--- src/rtl/sipo_deserializer.sv ---
// Serial-in parallel-out deserializer: assembles WIDTH-bit words from an s_en-qualified bit stream.
// Latency: the word is visible on p_out/p_valid the cycle after its last bit is sampled.
// Backpressure: one-word output buffer; a completed word arriving while full and not accepted is dropped and sets sticky overrun.
module sipo_deserializer #(
    parameter int WIDTH     = 4,
    parameter bit LSB_FIRST = 1'b1
) (
    input  logic             clk,
    input  logic             clear,
    input  logic             s_in,
    input  logic             s_en,
    input  logic             sync,
    output logic [WIDTH-1:0] p_out,
    output logic             p_valid,
    input  logic             p_ready,
    output logic             overrun,
    output logic             busy
);

    localparam int            CW   = (WIDTH > 1) ? $clog2(WIDTH) : 1;
    localparam logic [CW-1:0] LAST = CW'(WIDTH - 1);

    typedef enum logic {
        ST_EMPTY = 1'b0,
        ST_FULL  = 1'b1
    } buf_state_t;

    // Bit assembly state
    logic [WIDTH-1:0] sh_q, sh_d;
    logic [CW-1:0]    cnt_q, cnt_d;

    // Output buffer state
    buf_state_t       state_q, state_d;
    logic [WIDTH-1:0] pout_q, pout_d;
    logic             ovr_q, ovr_d;

    // Derived per-edge values
    logic [WIDTH-1:0] word_shifted;
    logic [CW-1:0]    cnt_eff;
    logic             word_done;

    // Shift register contents after sampling s_in; also the completed word when this is the last bit.
    // LSB-first mirrors the transmit shifter so a PISO stream reassembles to its original parallel word.
    always_comb begin
        word_shifted = sh_q;
        if (LSB_FIRST) begin
            word_shifted = {s_in, sh_q[WIDTH-1:1]};
        end else begin
            word_shifted = {sh_q[WIDTH-2:0], s_in};
        end
    end

    // A sync pulse forces this edge's bit to be bit 0 of a fresh word, so completion uses the realigned count.
    assign cnt_eff   = sync ? '0 : cnt_q;
    assign word_done = s_en && (cnt_eff == LAST);

    // Next-state for shift register and bit count; gaps in s_en simply hold both.
    always_comb begin
        sh_d  = sh_q;
        cnt_d = cnt_q;
        if (s_en) begin
            sh_d  = word_shifted;
            cnt_d = (cnt_eff == LAST) ? '0 : cnt_eff + CW'(1);
        end else if (sync) begin
            cnt_d = '0;
        end
    end

    // Output buffer next-state: load when empty, replace when consumed on the same edge, drop when blocked.
    always_comb begin
        state_d = state_q;
        pout_d  = pout_q;
        ovr_d   = ovr_q;
        case (state_q)
            ST_EMPTY: begin
                if (word_done) begin
                    state_d = ST_FULL;
                    pout_d  = word_shifted;
                end
            end
            ST_FULL: begin
                if (word_done) begin
                    if (p_ready) begin
                        pout_d = word_shifted;
                    end else begin
                        ovr_d = 1'b1;
                    end
                end else if (p_ready) begin
                    state_d = ST_EMPTY;
                end
            end
            default: begin
                state_d = ST_EMPTY;
            end
        endcase
    end

    // State registers; clear wins over every other input.
    always_ff @(posedge clk) begin
        if (clear) begin
            sh_q    <= '0;
            cnt_q   <= '0;
            state_q <= ST_EMPTY;
            pout_q  <= '0;
            ovr_q   <= 1'b0;
        end else begin
            sh_q    <= sh_d;
            cnt_q   <= cnt_d;
            state_q <= state_d;
            pout_q  <= pout_d;
            ovr_q   <= ovr_d;
        end
    end

    assign p_out   = pout_q;
    assign p_valid = (state_q == ST_FULL);
    assign overrun = ovr_q;
    assign busy    = (cnt_q != '0);

endmodule

--- config.mk ---
export PLATFORM = sky130hd
export DESIGN_NAME = sipo_deserializer
export DESIGN_NICKNAME = d
export VERILOG_FILES = /design/src/rtl/sipo_deserializer.sv
export SDC_FILE = /design/constraint.sdc
export NUM_CORES = 1
export LEC_CHECK = 0
export BUFFER_PORTS_ARGS = -buffer_cell sky130_fd_sc_hd__buf_2
export CAP_MARGIN = 20
export CORE_AREA = 2 2 39 41
export DETAILED_ROUTE_END_ITERATION = 6
export DIE_AREA = 0 0 41 43
export HOLD_SLACK_MARGIN = 0.1
export SETUP_SLACK_MARGIN = 0.05
export SLEW_MARGIN = 20
export SYNTH_ARGS = -nofsm -noshare
export SYNTH_HDL_FRONTEND = slang
export SYNTH_SLANG_ARGS = --single-unit
--- constraint.sdc ---
create_clock -name clk -period 1.15 [get_ports clk]
set_input_delay 0 -clock clk [delete_from_list [all_inputs] [get_ports clk]]
set_output_delay 0 -clock clk [all_outputs]
set_load 0.05 [all_outputs]
==> results of run 1 <==
-- final cells by class --
cell class / instances / area, um^2
Timing Repair Buffer: 16 / 97.6
Tap cell: 16 / 20.0
Sequential cell: 11 / 224
Multi-Input combinational cell: 33 / 275
Clock buffer: 4 / 26.3
Fill cell: 140 / 741
-- registers in the layout, summed over array words and instances (netlist names) --
| register | cells |
|---|---|
| cnt_q | 2 |
| sh_q | 3 |
| p_out | 4 |
| p_valid | 1 |
| overrun | 1 |
-- metal layers --
metal	track usage	routed length (um)
met5	0	0
met1	0.157	354
met4	0.0800	0
met2	0.131	369
met3	0.0471	37
-- where the power goes --
group / internal [mW] / leakage (nW) / switching, mW
clock: 0.134 / 0.0150 / 0.122
combinational: 0.0382 / 0.170 / 0.0416
sequential: 0.389 / 0.0905 / 0.00391
total: 0.562 / 0.276 / 0.168
-- logic make-up after synthesis --
logic type / share of synthesized area
AOI/OAI and AO/OA: 0.0230
xor gates and xnor gates: 0.0179
adders and majority gates: 0.0255
buffers and inverters: 0.0332
DFF: 0.449
muxes: 0.163
and+or+nand+nor: 0.288
-- stage by stage --
stage | instance area (um^2) | power (mW) | util | hold WS, ns | setup slack (ns)
5_1_grt | 643 | 0.776 | 0.465 | 0.157 | -0.0192
2_1_floorplan | 494 | 0.452 | - | 0.147 | 0.0601
4_1_cts | 642 | 0.746 | 0.464 | 0.107 | 0.0201
3_3_place_gp | 566 | 0.469 | 0.409 | 0.267 | -0.00530
6_report | 643 | 0.729 | 0.465 | 0.126 | 0.0572
3_5_place_dp | 566 | 0.470 | 0.409 | 0.272 | -0.0286
-- worst max-delay path: stages (launching register included) --
cell and delay (ns):
dfxtp_2 0.32, and2b_2 0.17, ha_4 0.16, nand2_4 0.06
nor2_8 0.12, mux2i_1 0.18
-- cells in the final DEF (no fill, tap or decap), drive strengths merged --
cell | synthesis | final
buf | 2 | 13
dfxtp | 11 | 11
mux2i | 8 | 8
nand2b | 8 | 8
nor2 | 8 | 8
clkbuf | 0 | 4
dlygate4sd3 | 0 | 3
nor2b | 2 | 2
and2b | 1 | 1
or2 | 1 | 1
nand2 | 1 | 1
a31oi | 1 | 1
xnor2 | 1 | 1
a21oi | 1 | 1
ha | 1 | 1
-- timing repair --
action / CTS / global route
hold buffers: 3 / 0
endpoints found under the hold margin: 8 / 0
setup endpoints to repair: 4 / 4
gates resized for setup: 5 / 1
pin swaps: 2 / 3
-- path summary, 6_finish.rpt --
path	startpoint	end	slack, ns	depth (start not counted)
min reg2reg	overrun	overrun	0.47	2
max reg2reg	cnt_q[0]	p_out[2]	0.06	5
max	cnt_q[0]	p_out[2]	0.06	5
min	sync	cnt_q[1]	0.13	4
==> reports/results.ini, run 1 <==
[status]
status = finished clean

[cts]
numCtsBuffers = 3
root_buffer = clkbuf_4
clkSinkCount = 11
clock_latency_ns = 0.26
cts_tree = built
clkTransAtPathRegs_ns = 0.07
htree_levels = 1
cts.path.max_buffers = 2
cts_setup_buffers = 0

[setup_path]
crit_type = reg -> reg
worstPathMaxFanout = 4
end_kind = flip-flop
cp.arrival_ns = 1.29
critPathLaunchType = flip-flop
cp_data_required_time_ns = 1.34

[logic_synthesis]
synth_area_um2 = 490
synthArstFlopShare = 0
synth_area_per_cell_um2 = 10.7
synth_edf_count = 0
synth_nets = 53
yosysTopAreaCell = dfxtp_1
yosysMostFrequentCell = dfxtp_1
yosysSeqAreaShare = 0.449
synth_ff_type = dfxtp_1
synth_top_area_frac = 0.449
synthTopCellsByCount = dfxtp_1, mux2i_1, nand2b_1
yosysWarnings = 0
synth_seq_cells = 11
synth_area_leaders = dfxtp_1, mux2i_1, nand2b_1
netlist_instances = 46
ys_types = 16

[sta]
setup_viol = 0
fmax_mhz = 915
finClkSkew_ns = 0.00206
maxSlewViolCount = 0
fin_crit_sh = 0.950
setup_tns_ns = 0
period_minus_slack_ns = 1.09
worst_slew_pin_slew_ns = 0.248
rsz0062_at_grt = yes
slew_headroom = 0.836
finalHoldViolations = 0

[hold_path]
holdCritPathClass = in -> reg

[route]
detail_route.drc_violations = 0
postRouteAntennaNets = 0
wirelength_um = 760
num_vias = 349
dr.pass1.iters = 2
vias_per_cell = 4.36
drt_iter0_drc = 2
wl_per_cell_um = 9.50

[place]
dp_cells = 73
dpl.hpwl_um = 538
place_congestion = 0.671
portBuffers = 12

[die]
die_w_um = 41
core_area_um2 = 1380
io_pins = 13
rows = 14
die_height_um = 43
die-area_um2 = 1760
start_util = 0.354

[power]
powerDensity_nw_per_um2 = 1130
p_leak_nw = 0.276
vdd_drop_max_v = 0.000446

[final_layout]
layout.nets = 72
syn_to_final_growth_pct = 31.1
fin_cells = 80
drive_gt1_frac = 0.406
diodes = 0

[grt]
gr-usage-all-layers = 0.112
grt_max_degree = 16
grt_pass1_vias = 308
grt_pass1_wl_mm = 1.29
overflow = 0
antenna_found_initial = 0

[job]
maxCapViolCount = 0

No activity file was read; power rests on OpenSTA's default activity.
==> run 2, diff against run 1 <==
--- a/config.mk
+++ b/config.mk
@@ -6,9 +6,9 @@
 export NUM_CORES = 1
 export LEC_CHECK = 0
-export BUFFER_PORTS_ARGS = -buffer_cell sky130_fd_sc_hd__buf_2
 export CAP_MARGIN = 20
-export CORE_AREA = 2 2 39 41
+export CORE_AREA = 3 3 40 42
 export DETAILED_ROUTE_END_ITERATION = 6
-export DIE_AREA = 0 0 41 43
+export DIE_AREA = 0 0 43 45
+export DONT_BUFFER_PORTS = 1
 export HOLD_SLACK_MARGIN = 0.1
 export SETUP_SLACK_MARGIN = 0.05
==> constraint.sdc (replaced) <==
create_clock -name clk -period 1.15 [get_ports clk]
set_input_delay 0.345 -clock clk [delete_from_list [all_inputs] [get_ports clk]]
set_output_delay 0.345 -clock clk [all_outputs]
set_load 0.05 [all_outputs]
==> reports/results.ini, run 2 (synthesis results as in run 1) <==
[status]
status = finished with violations
violations = negative setup slack

[setup_path]
critPathLaunchType = flip-flop
cp.arrival_ns = 0.90
slowest_delay_ns = 0.32
crit_type = reg -> out
worstPathMaxFanout = 2
cp_data_required_time_ns = 0.81
cp_cell_sequence = or2_4
end_kind = output pin
cp_slowest_cell = dfxtp_2
crit_family = flip-flops
critPathBufInv = 0

[job]
maxCapViolCount = 0

[cts]
cts_tree = built
root_buffer = clkbuf_4
clkSinkCount = 11
cts.path.max_buffers = 2
numCtsBuffers = 3
clkTransAtPathRegs_ns = 0.07
htree_levels = 1
clock_latency_ns = 0.27

[place]
place_congestion = 0.730
portBuffers = 0
dp_cells = 66
post-place-ws_ns = -0.0878

[grt]
grt_max_degree = 16
grt_pass1_vias = 327
met2_usage = 0.162
antenna_found_initial = 0
grt_pass1_wl_mm = 1.31
overflow = 0
met1_usage = 0.0929
grt.met3_usage = 0.0239
gr-usage-all-layers = 0.0996
grt_busiest_layer = met2

[hold_path]
holdCritPathClass = in -> reg

[sta]
setup_viol = 2
period_minus_slack_ns = 1.25
setup_tns_ns = -0.102
setup_slack_ns = -0.0963
rsz0062_at_grt = yes
fin_crit_sh = 1.08
finalHoldViolations = 0
slew_headroom = 0.865
worst_slew_pin_slew_ns = 0.202
maxSlewViolCount = 0
finClkSkew_ns = 0.00120
fmax_mhz = 802

[route]
postRouteAntennaNets = 0
wl_per_cell_um = 12.3
drt_iter0_drc = 7
detail_route.drc_violations = 0
vias_per_cell = 4.75
dr.pass1.iters = 2
wirelength_um = 889
num_vias = 342

[final_layout]
diodes = 0
n_fill_cell = 120
syn_to_final_growth_pct = 35.5
layout.nets = 65
largest_register_ffs = 4
multi_input_area_um2 = 277
fin_util = 0.517
drive_gt1_frac = 0.491
layout_common_cells = mux2i_1, nand2b_1, dfxtp_2
fin_cells = 72
register_area_um2 = 230

[power]
powerDensity_nw_per_um2 = 1060
p_leak_nw = 0.262
power_mw = 0.707
vdd_drop_max_v = 0.000546

[die]
die_height_um = 45
die_w_um = 43
io_pins = 13
die-area_um2 = 1940
start_util = 0.382
core_area_um2 = 1280
rows = 13

run 2: cell count changes in the layout (fill, tap and decap cells not counted), sizes merged:
cell | previous run | this run
dlygate4sd3 | 3 | 0
buf | 13 | 9
run 2: repair_timing:
item / in CTS / in global routing
setup endpoints to repair: 11 / 14
resized for setup: 17 / 7
hold endpoints to repair: 0 / 0
hold buffers: 0 / 0
buffers inserted: 1 / 1
pin swaps: 3 / 3
run 2: metal layers:
metal / vias up / wire length [um]
met5: - / 0
met4: 0 / 38
met3: 4 / 37
met2: 6 / 448
met1: 162 / 365
li1: 170 / -
run 2: through the flow:
step	cell area (um^2)	hold WS, ns
3_5_place_dp	549	0.415
6_report	664	0.130
5_1_grt	664	0.125
2_1_floorplan	494	0.451
3_3_place_gp	549	0.413
4_1_cts	631	0.120
run 2: final timing paths:
path | slack [ns] | from | cells after the start | end
hold / removal | 0.13 | clear | 1 | cnt_q[1]
hold reg to reg | 0.49 | sh_q[1] | 2 | p_out[0]
setup reg to reg | -0.01 | cnt_q[0] | 5 | overrun
setup / recovery | -0.1 | cnt_q[1] | 1 | busy
run 2: area by class of cell:
class / instances / area share
flip-flops and latches: 11 / 0.347
multi-input cells: 33 / 0.416
well taps: 15 / 0.0282
clock buffers: 4 / 0.0395
repair buffers: 9 / 0.169
run 2: power by group:
| part | total (mW) | internal, mW | switching (mW) |
|---|---|---|---|
| Clock | 0.265 | 0.134 | 0.130 |
| Combinational | 0.0488 | 0.0258 | 0.0230 |
| Sequential | 0.394 | 0.389 | 0.00457 |
==> run 3, diff against run 2 <==
CTS_BUF_LIST = sky130_fd_sc_hd__clkbuf_4 sky130_fd_sc_hd__clkbuf_8 sky130_fd_sc_hd__clkbuf_16   (was unset)
==> reports/results.ini, run 3 (synthesis results as in run 1) <==
[status]
status = finished with violations
violations = negative setup slack

[final_layout]
n_fill_cell = 118
diodes = 0
largest_register_ffs = 4
final_cell_area_um2 = 659
syn_to_final_growth_pct = 34.4
layout_common_cells = mux2i_1, nand2b_1, nor2_1, dfxtp_2, buf_8
layout.nets = 65
drive_gt1_frac = 0.474

[power]
p_sw_mw = 0.154
vdd_drop_max_v = 0.000542
p_clk_frac = 0.394
pwr-share-comb = 0.064
p_leak_nw = 0.266
seq_power_share = 0.542
power_mw = 0.726
intPower_mw = 0.572
powerDensity_nw_per_um2 = 1100
power_switching_share = 0.213

[grt]
gr-usage-all-layers = 0.0962
grt_pass1_vias = 315
overflow = 0
grt_pass1_wl_mm = 1.28
grt_max_degree = 16
antenna_found_initial = 0

[job]
maxCapViolCount = 0

[setup_path]
end_kind = output pin
slowest_delay_ns = 0.32
cp_data_required_time_ns = 0.81
crit_type = reg -> out
critPathBufInv = 0
cp_slowest_cell = or2_4
cp.arrival_ns = 0.89
cp_cell_sequence = or2_4
crit_family = simple AND/OR/NAND/NOR gates
worstPathMaxFanout = 2
critPathLaunchType = flip-flop

[sta]
setup_viol = 2
fmax_mhz = 807
setup_slack_ns = -0.0896
finClkSkew_ns = 0.00144
finalHoldViolations = 0
setup_tns_ns = -0.104
rsz0062_at_grt = yes
maxSlewViolCount = 0
fin_crit_sh = 1.08
slew_headroom = 0.871
period_minus_slack_ns = 1.24
timing.hold.ws_ns = 0.134
worst_slew_pin_slew_ns = 0.193

[route]
drt-met1-wl_um = 345
top_layer_used = met4
dr_wl_met2_um = 369
vias_per_cell = 4.57
dr_wl_met3_um = 36
wl_per_cell_um = 11.0
dr.pass1.iters = 3
postRouteAntennaNets = 0
drt_iter0_drc = 4
detail_route.drc_violations = 0
num_vias = 329
wirelength_um = 790

[cts]
hold_buffers = 0
clkSinkCount = 11
clock_latency_ns = 0.27
cts.path.max_buffers = 2
root_buffer = clkbuf_4
cts_tree = built
clkTransAtPathRegs_ns = 0.07
htree_levels = 1
numCtsBuffers = 3

[die]
io_pins = 13
rows = 13
core_area_um2 = 1280
die_w_um = 43
die-area_um2 = 1940
start_util = 0.382
die_height_um = 45

[place]
place_area_um2 = 549
place_congestion = 0.730
portBuffers = 0
post-place-ws_ns = -0.0878

[hold_path]
holdCritPathClass = in -> reg

[run 3: layer usage]
layer | vias up | GRT usage
met4 | 0 | 0.127
met5 | - | 0
li1 | 171 | -
met3 | 4 | 0.0239
met1 | 148 | 0.100
met2 | 6 | 0.141
[run 3: final cells by class]
| type | instances | area (um^2) | share of cell area |
|---|---|---|---|
| Sequential cell | 11 | 229 | 0.347 |
| Tap cell | 15 | 18.8 | 0.0285 |
| Timing Repair Buffer | 9 | 116 | 0.176 |
| Clock buffer | 4 | 30.0 | 0.0455 |
| Multi-Input combinational cell | 33 | 265 | 0.402 |
[run 3: metrics by stage]
step / cells / utilization
after detailed placement: 66 / 0.427
final: 72 / 0.513
after floorplan: 46 / -
after CTS: 71 / 0.490
after global routing: 72 / 0.513
after global placement: 66 / 0.427
[run 3: timing repair]
action                                  4_1_cts  5_1_grt
buffers inserted                              1        1
pin swaps                                     3        1
endpoints found under the setup margin       11       14
resized for setup                            15        7
[run 3: power groups by stage]
stage	Clock (mW)	Combinational (mW)	Sequential, mW
floorplan	0	0.0516	0.401
global placement	0	0.0442	0.401
detailed placement	0	0.0442	0.402
CTS	0.301	0.0467	0.393
global route	0.308	0.0503	0.394
finish	0.286	0.0468	0.394
[run 3: final timing paths]
path	from	endpoint	slack [ns]	cells after the start
worst max-delay path	cnt_q[1]	busy	-0.09	1
worst min-delay path	clear	cnt_q[0]	0.13	1
worst max register to register	cnt_q[1]	p_out[0]	-0.01	5
worst min register to register	sh_q[2]	p_out[1]	0.49	2
